--- config.mk ---
export PLATFORM = sky130hd
export DESIGN_NAME = i2s_sample_packer
export DESIGN_NICKNAME = d
export VERILOG_FILES = /design/src/rtl/i2s_sample_packer.sv
export SDC_FILE = /design/constraint.sdc
export NUM_CORES = 1
export LEC_CHECK = 0
export CAP_MARGIN = 10
export CORE_MARGIN = 8
export CORE_UTILIZATION = 59
export DETAILED_ROUTE_END_ITERATION = 16
export PLACE_DENSITY = 0.82
export SYNTH_ARGS = -nofsm -noshare
export SYNTH_HDL_FRONTEND = slang
export SYNTH_SLANG_ARGS = --single-unit
--- constraint.sdc ---
create_clock -name clk -period 4 [get_ports clk]
set_clock_uncertainty 0.2 [all_clocks]
set_input_delay 0.4 -clock clk [delete_from_list [all_inputs] [get_ports clk]]
set_output_delay 0.4 -clock clk [all_outputs]
set_load 0.1 [all_outputs]
--- src/rtl/i2s_sample_packer.sv ---
// i2s_sample_packer: average REDUCE_FACTOR PCM samples and serialise each result MSB-first into byte FIFO writes
module i2s_sample_packer #(
  parameter int DATA_SIZE     = 24,
  parameter int REDUCE_FACTOR = 2,
  parameter int COMPRESS_OUT  = 1
) (
  input  logic                 clk,
  input  logic                 rst_n,
  input  logic                 sample_valid,
  input  logic [DATA_SIZE-1:0] sample_data,
  input  logic                 fifo_full,
  output logic                 fifo_wr_en,
  output logic [7:0]           fifo_wr_data,
  output logic                 busy,
  output logic [15:0]          drop_count
);
  localparam int LG = $clog2(REDUCE_FACTOR);
  localparam int AW = DATA_SIZE + LG;
  localparam int CW = LG > 0 ? LG : 1;
  localparam int NB = COMPRESS_OUT != 0 ? 2 : DATA_SIZE / 8;
  localparam int OW = NB * 8;
  localparam int IW = $clog2(NB);
  typedef enum logic {IDLE, SEND} state_t;
  state_t state, state_d;
  logic signed [AW-1:0] acc, sum;
  logic [CW-1:0] cnt;
  logic [OW-1:0] sr, word;
  logic [IW-1:0] idx;
  logic done, last, load;
  // the output word is the top OW bits of the floored average
  assign sum = acc + AW'($signed(sample_data));
  assign word = OW'((sum >>> LG) >> (DATA_SIZE - OW));
  assign done = sample_valid && cnt == CW'(REDUCE_FACTOR - 1);
  assign fifo_wr_en = state == SEND && !fifo_full;
  assign fifo_wr_data = sr[OW-1 -: 8];
  assign busy = state == SEND;
  assign last = fifo_wr_en && idx == IW'(NB - 1);
  assign load = done && (state == IDLE || last);
  always_comb begin
    state_d = state;
    state_d = load ? SEND : last ? IDLE : state;
  end
  always_ff @(posedge clk or negedge rst_n)
    if (!rst_n) state <= IDLE;
    else state <= state_d;
  always_ff @(posedge clk or negedge rst_n)
    if (!rst_n) begin
      acc <= '0;
      cnt <= '0;
      sr <= '0;
      idx <= '0;
      drop_count <= '0;
    end else begin
      if (done) begin
        acc <= '0;
        cnt <= '0;
      end else if (sample_valid) begin
        acc <= sum;
        cnt <= cnt + 1'b1;
      end
      if (load) begin
        sr <= word;
        idx <= '0;
      end else if (fifo_wr_en) begin
        sr <= sr << 8;
        idx <= idx + 1'b1;
      end
      if (done && !load && drop_count != 16'hFFFF) drop_count <= drop_count + 16'd1;
    end
endmodule

==> reports/qor.csv <==
metric;value;unit
Async SR Flop Fraction;100;%
CP Data Arrival Time;2.87;ns
Power Dens Cells;813;mW/mm^2
Logic pwr share;58.5;%
Die Ht;96.3;um
maxcap violations;0;
Die X;96.3;um
fin crit share;71.6;%
initial core utilization;60.6;%
first-pass GRT wire length;14700;um
port buffer count;53;
syn avg cell area;9.62;sq um
register area share after synthesis;39.5;%
worst rel slew slack;32.4;%
Ant. Diodes;0;
clk sinks;60;
Pleak;2.11;nW
R2R cell count;11;
Reg power frac;26.8;%
Final WS setup;1.14;ns
Pins Over Slew Limit;0;
# setup viols final;0;
setup TNS;0;ns
number of synthesized flops with an enable pin;0;
yosys synthesis warning count;0;
dominant cells by area after synthesis;dfrtp_1 (39%), ha_1 (8.2%), xnor2_1 (4.8%);
post-route antenna net violation count;0;
initial antenna violation count;0;
Post-Route WL;8810;um
Synth area leader;dfrtp_1;
# DRC;0;
row count;29;
Vias per Instance;5.87;
Core ar.;0.00628;sq mm
worst hold stages;1;
startpoint class of the critical path;primary input;
status;finished, final reports clean;
Worst-path clk slew;0.06;ns
RSZ-0062 raised after global routing;false;
die area;0.00927;sq mm
R2R Setup Slk;1.31;ns
post_cts resized;0;
CTS tree;done;
routability cong.;0.962;
Synth top area share;39.5;%
TritonRoute pass-1 iters;4;
# H-tree levels;3;
post-DP HPWL;6620;um
Post-synth top flop;dfrtp_1;
register bit total from synthesis;60;
Final Hold Violating Endpoints;0;
Inserted Clock Buffers;9;
routed len/inst;16.8;um
crit path kind;in -> reg;
total track usage;20.3;%
switch share;49.0;%
CP max FO;4;
Cells after Synth;395;
remaining global-route overflow;0;
WP data required;4.01;ns
Int Pwr;1.87;mW
Synth Cell Area;0.00380;sq mm
CTS Root Cell;clkbuf_8;
Clock Latency Late Sink;0.34;ns
Layout Nets;496;
Max clock buf depth;2;
crit end category;flip-flop;
layout cells sized above 1;10.3;%
routed via count;3074;
synth unique cells;57;
Fmax;349;MHz
Setup WS pre-CTS;0.814;ns
vias in the first global route;3116;
NetSw;1.80;mW
P&R area growth vs syn;18.9;%
Syn Nets;449;
DRT iter0 DRCs;191;
clock share of power;14.7;%
VDD IR max;0.553;mV
IO Pins;54;
largest net degree at the start of global routing;38;
Slew @ Worst Pin;1.01;ns
Hold Path Class;reg -> reg;
minimum clock period;2.86;ns
## per-layer routing
metal / vias to the layer above / share of wire [%] / GRT usage [%]
met5: - / 0 / 0
met1: 1484 / 44 / 26.5
met2: 70 / 48 / 32.9
met3: 8 / 6.2 / 3.51
li1: 1512 / - / -
met4: 0 / 1.2 / 7.94
## synthesized netlist by cell type, drive strengths merged, types with 6 or more instances
| master | number |
|---|---|
| nor3 | 7 |
| inv | 15 |
| dfrtp | 60 |
| buf | 11 |
| mux2 | 7 |
| xor2 | 17 |
| xnor2 | 21 |
| nand3 | 20 |
| o2bb2ai | 9 |
| o21ai | 30 |
| and3 | 6 |
| nand2b | 6 |
| a21oi | 24 |
| ha | 25 |
| clkbuf | 10 |
| nor2 | 20 |
| nand2 | 37 |
| a22o | 6 |
| o31ai | 6 |
| a31oi | 6 |
| a21o | 14 |
## power by group through the flow
stage               sequential (mW)  combinational, mW  clock [mW]
floorplan                      1.13               1.55           0
global route                   1.01               2.33       0.574
detailed placement            0.993               2.13           0
global placement              0.984               2.10           0
CTS                           0.983               2.14       0.548
finish                        0.986               2.15       0.538
## state kept, by name (all words and copies together), names as in the netlist
name / cells
acc: 25
busy: 1
cnt: 1
drop_count: 16
idx: 1
sr: 16
## layout by cell type (no fill, tap or decap), drive strengths merged, types with 3 or more instances in the layout
master	n
nand3	20
ha	25
a21o	14
a31oi	6
a22o	6
nand2b	6
xnor2	21
clkdlybuf4s50	51
mux2i	3
o21ai	30
buf	5
and4	4
nor2	20
dfrtp	60
mux2	7
a211oi	3
a21oi	24
nor3	7
o2bb2ai	9
nand2	37
nand4	4
and3	6
inv	16
xor2	17
o31ai	6
nor2b	4
clkinv	4
clkbuf	9
## final timing paths
check,from,to
worst max register to register,acc[0],sr[15]
worst max-delay path,sample_data[0],sr[15]
worst min register to register,acc[10],acc[10]
max in group asynchronous,rst_n,drop_count[10]
worst min-delay path,acc[10],acc[10]
min in group asynchronous,rst_n,acc[11]
## worst max-delay path: stages
cell and delay (ns):
clkdlybuf4s50_1 0.47, ha_1 0.16, inv_1 0.05, fa_1 0.36, nand2b_1 0.19, a21oi_1 0.24, o211ai_1 0.13, nand2_1 0.14
a21oi_2 0.08, mux2i_1 0.17, and3_1 0.20, o31a_1 0.28
## cell families after synthesis
group                      share of synthesized area, %
and+or+nand+nor                                    14.3
xor gates and xnor gates                           8.76
DFF                                                39.5
buffers and inverters                              4.77
muxes                                              2.86
AOI/OAI and AO/OA                                  21.1
adders and majority gates                          8.76
## what timing repair did
item,in CTS,in global routing
buffers inserted,0,0
hold buffers,1,0
endpoints found under the hold margin,5,0
## per-stage QoR
stage | utilization (%) | hold WS, ns | std cells | power [mW] | cell area, sq um
CTS | 72.0 | 0.295 | 524 | 3.67 | 4520
finish | 72.0 | 0.289 | 524 | 3.67 | 4520
detailed placement | 68.8 | 0.279 | 507 | 3.13 | 4320
global placement | 68.8 | 0.270 | 507 | 3.08 | 4320
global route | 72.0 | 0.310 | 524 | 3.91 | 4520
floorplan | - | -0.0956 | 395 | 2.68 | 3800
## area by class of cell
class                      instances  area (sq um)
timing repair buffer              57           556
multi-input combinational        299          2120
inverter                          15          56.3
fill                             491          1760
sequential                        60          1500
clock inverter                     7          66.3
clock buffer                       9           124
tap                               77          96.3
Note: power is estimated with default switching activity, not from simulation.
